--- config.mk ---
export PLATFORM = sky130hd
export DESIGN_NAME = ic_number_encoder
export DESIGN_NICKNAME = d
export VERILOG_FILES = /design/src/rtl/ic_number_encoder.sv
export SDC_FILE = /design/constraint.sdc
export NUM_CORES = 1
export LEC_CHECK = 0
export ABC_AREA = 1
export CAP_MARGIN = 30
export CORE_MARGIN = 2
export CORE_UTILIZATION = 35
export CTS_CLUSTER_DIAMETER = 60
export DETAILED_ROUTE_END_ITERATION = 12
export MAX_ROUTING_LAYER = met4
export PLACE_DENSITY = 0.54
export SYNTH_ARGS = -nofsm -noshare
export SYNTH_HDL_FRONTEND = slang
export SYNTH_SLANG_ARGS = --single-unit
--- constraint.sdc ---
create_clock -name clk -period 4 [get_ports clk]
set_input_delay 0.4 -clock clk [delete_from_list [all_inputs] [get_ports clk]]
set_output_delay 0.4 -clock clk [all_outputs]
set_load 0.03 [all_outputs]
--- src/rtl/ic_number_encoder.sv ---
// ic_number_encoder
//   Collects decimal keypad digits into an unsigned binary IC number, commits
//   it on enter and flags whether the committed part number is in the list of
//   supported 74xx parts.
//
// Ports
//   clk          in   system clock, rising edge
//   rst_n        in   asynchronous active-low reset
//   digit_valid  in   one-cycle strobe, digit carries a keypad digit
//   digit[3:0]   in   keypad digit, legal 0-9
//   enter        in   one-cycle strobe, commit the current entry
//   clear        in   one-cycle strobe, abort/erase the entry
//   digit_ready  out  a digit strobe will be accepted
//   icNumber     out  committed IC number (32-bit unsigned)
//   number_valid out  icNumber holds a committed entry
//   supported    out  committed icNumber is a supported part
//   digit_count  out  digits in the current entry
//   error        out  entry is in the error state
//   err_code     out  00 none, 01 illegal digit, 10 overflow, 11 empty enter
module ic_number_encoder #(
    parameter int MAX_DIGITS = 6
) (
    input  logic        clk,
    input  logic        rst_n,
    input  logic        digit_valid,
    input  logic [3:0]  digit,
    input  logic        enter,
    input  logic        clear,
    output logic        digit_ready,
    output logic [31:0] icNumber,
    output logic        number_valid,
    output logic        supported,
    output logic [3:0]  digit_count,
    output logic        error,
    output logic [1:0]  err_code
);

    typedef enum logic [1:0] {
        IDLE  = 2'd0,
        ENTRY = 2'd1,
        DONE  = 2'd2,
        ERR   = 2'd3
    } state_t;

    localparam logic [3:0] MAX_CNT = 4'(MAX_DIGITS);

    state_t      state_q, state_d;
    logic [31:0] acc_q, acc_d;
    logic [31:0] ic_q, ic_d;
    logic [3:0]  cnt_q, cnt_d;
    logic        nv_q, nv_d;
    logic        sup_q, sup_d;
    logic        err_q, err_d;
    logic        rdy_q, rdy_d;
    logic [1:0]  code_q, code_d;

    function automatic logic is_supported(input logic [31:0] v);
        case (v)
            32'd7400, 32'd7403, 32'd7404, 32'd7405, 32'd7408, 32'd7409,
            32'd7410, 32'd7411, 32'd7412, 32'd7414, 32'd7420, 32'd7421,
            32'd7427, 32'd7430, 32'd7432, 32'd7486, 32'd74132:
                is_supported = 1'b1;
            default:
                is_supported = 1'b0;
        endcase
    endfunction

    // acc*10 + d built from shifts: acc*8 + acc*2 + d
    function automatic logic [31:0] mul10_add(input logic [31:0] a, input logic [3:0] d);
        mul10_add = (a << 3) + (a << 1) + {28'd0, d};
    endfunction

    always_comb begin
        state_d = state_q;
        acc_d   = acc_q;
        ic_d    = ic_q;
        cnt_d   = cnt_q;
        nv_d    = nv_q;
        sup_d   = sup_q;
        code_d  = code_q;

        // Priority: clear > enter > digit; lower strobes in the same cycle are dropped.
        if (clear) begin
            state_d = IDLE;
            acc_d   = '0;
            ic_d    = '0;
            cnt_d   = '0;
            nv_d    = 1'b0;
            sup_d   = 1'b0;
            code_d  = 2'b00;
        end else if (enter) begin
            if (state_q == ENTRY) begin
                state_d = DONE;
                ic_d    = acc_q;
                nv_d    = 1'b1;
                sup_d   = is_supported(acc_q);
            end else if (state_q == IDLE) begin
                state_d = ERR;
                code_d  = 2'b11;
            end
        end else if (digit_valid && state_q != ERR) begin
            if (digit > 4'd9) begin
                state_d = ERR;
                code_d  = 2'b01;
            end else if (state_q == DONE) begin
                // New entry after a commit; icNumber holds until the next enter.
                state_d = ENTRY;
                acc_d   = {28'd0, digit};
                cnt_d   = 4'd1;
                nv_d    = 1'b0;
                sup_d   = 1'b0;
            end else if (cnt_q >= MAX_CNT) begin
                state_d = ERR;
                code_d  = 2'b10;
            end else begin
                state_d = ENTRY;
                acc_d   = mul10_add(acc_q, digit);
                cnt_d   = cnt_q + 4'd1;
            end
        end

        err_d = (state_d == ERR);
        rdy_d = (state_d != ERR);
    end

    always_ff @(posedge clk or negedge rst_n) begin
        if (!rst_n) begin
            state_q <= IDLE;
            acc_q   <= '0;
            ic_q    <= '0;
            cnt_q   <= '0;
            nv_q    <= 1'b0;
            sup_q   <= 1'b0;
            err_q   <= 1'b0;
            rdy_q   <= 1'b1;
            code_q  <= 2'b00;
        end else begin
            state_q <= state_d;
            acc_q   <= acc_d;
            ic_q    <= ic_d;
            cnt_q   <= cnt_d;
            nv_q    <= nv_d;
            sup_q   <= sup_d;
            err_q   <= err_d;
            rdy_q   <= rdy_d;
            code_q  <= code_d;
        end
    end

    assign digit_ready  = rdy_q;
    assign icNumber     = ic_q;
    assign number_valid = nv_q;
    assign supported    = sup_q;
    assign digit_count  = cnt_q;
    assign error        = err_q;
    assign err_code     = code_q;

endmodule

Word level (Yosys, flattened, before mapping)
Cells that the tools add are included.
Widths: inputs -> output; s select.
{ "classes": {"n_eq_ne": 30, "n_mux": 41, "n_lt_le_gt_ge": 2, "n_reduce_logical": 13, "add_sub_neg": 3} }
{ "ops": {"columns": ["operator", "count"], "rows": [
  ["$eq 32x13->1 const B", 16],
  ["$mux 32", 9],
  ["$add 32x32->32", 1],
  ["$add 32x4->32", 1],
  ["$eq 32x17->1 const B", 1],
  ["$mux 2", 16],
  ["$mux 4", 6],
  ["$reduce_or 17->1", 1],
  ["$mux 1", 10],
  ["$ne 3x3->1 const B", 3],
  ["$reduce_and 4->1", 2],
  ["$ne 2x2->1 const B", 3],
  ["$ne 3x1->1 const B", 2],
  ["$reduce_bool 2->1", 3],
  ["$reduce_bool 3->1", 2],
  ["$reduce_and 5->1", 1],
  ["$add 4x1->4 const B", 1],
  ["$eq 2x2->1 const B", 2],
  ["$ge 4x3->1 const B", 1],
  ["$gt 4x4->1 const B", 1],
  ["$ne 4x4->1 const B", 1],
  ["$reduce_bool 4->1", 1],
  ["$eq 2x1->1 const B", 1],
  ["$logic_not 2->1", 1],
  ["3 further kinds", 3]
]} }
{ "word_totals": {"out_inout_bits": 42, "regBits": 76, "elab_cells": 98} }

Depth between registers and ports, before layout
{ "logic_depth": {"depth_word": 8, "ltp_mapped": 15, "ltp_nobuf": 15} }

Least setup slack after synthesis
No wires, ideal clock.
{ "synth_path": {"path_type": "reg2reg", "startpoint": "register acc_q[2]", "endpoint": "register acc_q[22]", "setup_time_ns": 0.121, "synth_period_minus_slack_ns": 2.286, "n_path_buf": 0, "arrival_ns": 2.165, "path_stages_with_launch": 14, "slack_ns": 1.714, "t_required_ns": 3.879, "path_cell_list": "dfrtp_1 inv_1 fa_1 fa_1 inv_1 nand3_1 nand3_1 nand2_1 nand3_1 nand2_1 nand2_1 nand2_1 nand3_1 o21ai_1"} }
{ "synth_via": {"elab_chain_cells": 8} }
{ "synth_rtl": {"columns": ["element", "line_no", "text"], "rows": [
  ["from (decl)", "48", "logic [31:0] acc_q, acc_d;"],
  ["from (signal assigned)", "129", "acc_q <= '0;"],
  ["from (signal assigned)", "139", "acc_q <= acc_d;"],
  ["$add 32x32->32", "70", "mul10_add = (a << 3) + (a << 1) + {28'd0, d};"],
  ["$add 32x4->32", "70", null],
  ["$mux 32", "112", "end else if (cnt_q >= MAX_CNT) begin"],
  ["$mux 32", "105", "end else if (state_q == DONE) begin"],
  ["$mux 32", "102", "if (digit > 4'd9) begin"],
  ["$mux 32", "101", "end else if (digit_valid && state_q != ERR) begin"],
  ["$mux 32", "91", "end else if (enter) begin"],
  ["$mux 32", "83", "if (clear) begin"]
]} }
No other way between the ends. The select of a mux whose other input is x is not followed.
A chain may end at the register's enable or synchronous reset.

Worst setup path after layout
{ "layout_path": {"startpoint": "input port digit[3]", "endpoint": "register acc_q[18]"} }
{ "layout_via": {"elab_chain_cells": 7, "elab_cells_between_ends": 10} }
{ "layout_rtl": {"columns": ["element", "line_no", "text"], "rows": [
  ["from (decl)", "26", "input logic [3:0] digit,"],
  ["$add 32x4->32", "70", null],
  ["$mux 32", "112", null],
  ["$mux 32", "105", null],
  ["$mux 32", "102", null],
  ["$mux 32", "101", null],
  ["$mux 32", "91", null],
  ["$mux 32", "83", null]
]} }
Parallel ways exist; a longest one is shown, timed or not. The select of a mux whose other input is x is not followed.

==> impl_metrics.py <==
metrics = {
    "place": {
        "io_buffer_count": 50,
        "place.gp.congestion": 0.958,
        "placed_area_um2": 6750,
        "post-place-cells": 1140,
        "hpwl_mm": 13.1,
    },
    "sta": {
        "tightestPinTransition_ns": 0.815,
        "finalCritPeriodShare_pct": 67.5,
        "slew_headroom_pct": 45.6,
        "hold_slack_ns": 0.115,
        "grt_setup_unrepaired": "false",
        "skew_ns": 0.00860,
        "slew_viol_final": 0,
        "hold_violations": 0,
        "finalSetupViolCount": 0,
        "fmax_ghz": 0.370,
        "tns_ns": 0,
        "min_period_ns": 2.70,
    },
    "pwr": {
        "leakagePower_nw": 3.83,
        "p_total_w": 0.00205,
        "clockPowerShare_pct": 44.2,
        "swShare_pct": 28.7,
        "p_int_w": 0.00146,
        "p_sw_w": 0.000590,
        "seqPwrFrac_pct": 40.4,
        "p_per_area_nw_per_um2": 290,
        "ir_drop_mv": 0.174,
        "comb_power_share_pct": 15.5,
    },
    "logic_synthesis": {
        "yosysWarnings": 0,
        "synth_nets": 956,
        "synth-main-ff-cell": "dfrtp_1",
        "synthTopCellsByArea": "dfrtp_1 31%, nand2_1 17%, ha_1 13%",
        "synth_edf_count": 0,
        "synth-seq-cells": 76,
        "yosys.area.top_type_share_pct": 31.0,
        "syn_area_um2": 6060,
        "async_flop_share_pct": 100,
        "avgSynthCellArea_um2": 6.88,
        "synth_top_area_cell": "dfrtp_1",
        "yosys.cell_types.count": 40,
        "synth_seq_area_share_pct": 31.4,
        "syn_inst": 881,
    },
    "clock_tree": {
        "htree_num_levels": 3,
        "postCtsSetupBuffers": 0,
        "clock-sinks": 76,
        "clock_latency_ns": 0.35,
        "cts_buffers": 9,
        "ctsHoldBuffers": 0,
        "cts-root-buf": "clkbuf_16",
        "clk_pin_slew_ns": 0.06,
        "cts_resized": 0,
        "cts_tree": "done",
        "clk_path_buf_depth": 2,
    },
    "drt": {
        "drc": 0,
        "vias_per_cell": 4.78,
        "wl_per_cell_um": 14.6,
        "drtPass1Iterations": 5,
        "ant_nets": 0,
        "wl_met3_um": 570,
        "drt_first_iter_violations": 364,
        "dr_wl_met2_mm": 7.11,
        "met1_length_mm": 9.10,
        "drt_wl_total_mm": 16.9,
        "vias": 5525,
        "routed.top_layer": "met4",
    },
    "floorplan": {
        "die_w_um": 136,
        "dieHeight_um": 136,
        "rows": 48,
        "ios": 51,
        "start_util_pct": 35.4,
        "core_um2": 17100,
        "design.die.area_um2": 18400,
    },
    "layout": {
        "antennaDiodeCount": 0,
        "area_delta_synth_final_pct": 16.7,
        "drive_gt1_share_pct": 4.83,
        "final_nets": 1001,
        "fin_area_um2": 7070,
        "final_cells": 1156,
    },
    "grt": {
        "grt_max_degree": 53,
        "grt_pass1_wl_mm": 28.2,
        "track_usage_pct": 20.1,
        "antenna_found_initial": 0,
        "grt_overflow_total": 0,
        "grt_pass1_vias": 5439,
    },
    "critical_path": {
        "critPathRequiredTime_ns": 4.21,
        "crit_path_start_kind": "input port",
        "crit_path_end_kind": "flop",
        "cp_data_arrival_time_ns": 2.91,
        "path_class": "input port to flop",
        "crit_fanout": 4,
        "r2r_slack_ns": 1.30,
        "timing.rr.end": "acc_q[18]",
        "rr_worst_depth": 13,
        "rr_startpoint": "acc_q[2]",
    },
    "flow_run": {
        "max_cap_violations": 0,
    },
    "hold_path": {
        "hold_class": "input port to asynchronous set/reset pin",
    },
    "outcome": {
        "status": "complete, no violations",
    },
}
-- synth_stat cells (all sizes together), types with 8 or more instances --
library cell and instances:
nand2 285, nand4 9, dfrtp 75, clkbuf 8, o22ai 11, nor3 8, o21ai 54, nand3 77
a21oi 30, inv 149, ha 64, buf 10, nor2 72
-- cells in the final DEF (no fill, tap or decap), types with 2 or more instances in the layout --
cell type / synthesis / layout
nand2_1: 282 / 282
inv_1: 146 / 146
nand3_1: 75 / 75
dfrtp_1: 75 / 75
nor2_1: 69 / 69
ha_1: 64 / 64
clkdlybuf4s50_1: 0 / 49
o21ai_0: 42 / 42
a21oi_1: 28 / 28
o21ai_1: 9 / 9
nand4_1: 9 / 9
clkbuf_16: 0 / 9
nor3_1: 8 / 8
o22ai_2: 7 / 7
xnor2_1: 6 / 6
o31ai_1: 5 / 5
o22ai_1: 4 / 4
inv_2: 3 / 3
o21bai_1: 3 / 3
nand2_2: 3 / 3
buf_4: 3 / 3
a21oi_4: 2 / 2
nand3_4: 2 / 2
and2_1: 2 / 2
nor2_4: 2 / 2
and3_1: 2 / 2
o21ai_2: 2 / 2
xor2_1: 2 / 2
fa_1: 2 / 2
clkinv_2: 0 / 2
bufinv_16: 0 / 2
-- worst max-delay path: stages --
cell	delay, ns
clkdlybuf4s50_1	0.48
inv_1	0.10
fa_1	0.53
fa_1	0.43
inv_1	0.12
nand3_1	0.08
nand3_1	0.19
nand2_1	0.09
nand2_1	0.14
nand2_1	0.07
nand2_1	0.11
nand2_1	0.06
nand2_1	0.07
o22ai_2	0.06
-- how the worst max path moves through the flow --
stage | start | to | cells after the start
after floorplan | acc_q[2] | acc_q[22] | 13
after global placement | digit[3] | acc_q[22] | 14
after detailed placement | digit[3] | acc_q[22] | 14
after CTS | acc_q[2] | acc_q[22] | 13
after global routing | acc_q[2] | acc_q[22] | 13
final | digit[3] | acc_q[18] | 14
-- layer usage --
| metal | global-route usage [%] | vias to the layer above |
|---|---|---|
| li1 | - | 2893 |
| met3 | 2.47 | 8 |
| met5 | - | - |
| met2 | 29.4 | 86 |
| met1 | 29.6 | 2538 |
| met4 | 4.69 | 0 |
-- power by group through the flow --
stage	registers, W	logic (W)	clock network [W]
after floorplan	0.000846	0.000210	0
after global placement	0.000842	0.000321	0
after detailed placement	0.000843	0.000320	0
after CTS	0.000828	0.000322	0.000926
after global routing	0.000832	0.000359	0.000957
final	0.000829	0.000318	0.000907
-- layout make-up --
cell class	count	area (um2)
multi-input cells	638	3490
well taps	225	282
fillers	1820	10000
repair buffers	52	513
flip-flops and latches	76	1900
inverters	149	559
clock inverters	6	86.3
clock buffers	10	239
-- kinds of logic (layout without fill, tap and decap cells) --
logic type	count (synthesis)	in the layout	share of synthesized area [%]
simple gates	458	458	31.7
flops	76	76	31.4
buf+inv	167	217	11.0
xor+xnor	8	8	1.16
compound gates	106	106	10.9
fa+ha+maj	66	66	13.9
-- registers in the layout (all words and copies together) (netlist names) --
register and cells:
number_valid 1, state_q 2, error 1, icNumber 32
digit_count 4, digit_ready 1, supported 1, acc_q 32
err_code 2
-- metrics by stage --
stage | utilization [%] | worst slack (ns)
detailed placement | 39.4 | 0.954
CTS | 41.3 | 1.30
finish | 41.3 | 1.30
floorplan | - | 1.71
global route | 41.3 | 1.06
global placement | 39.4 | 0.988
No activity file was read; power rests on OpenSTA's default activity.
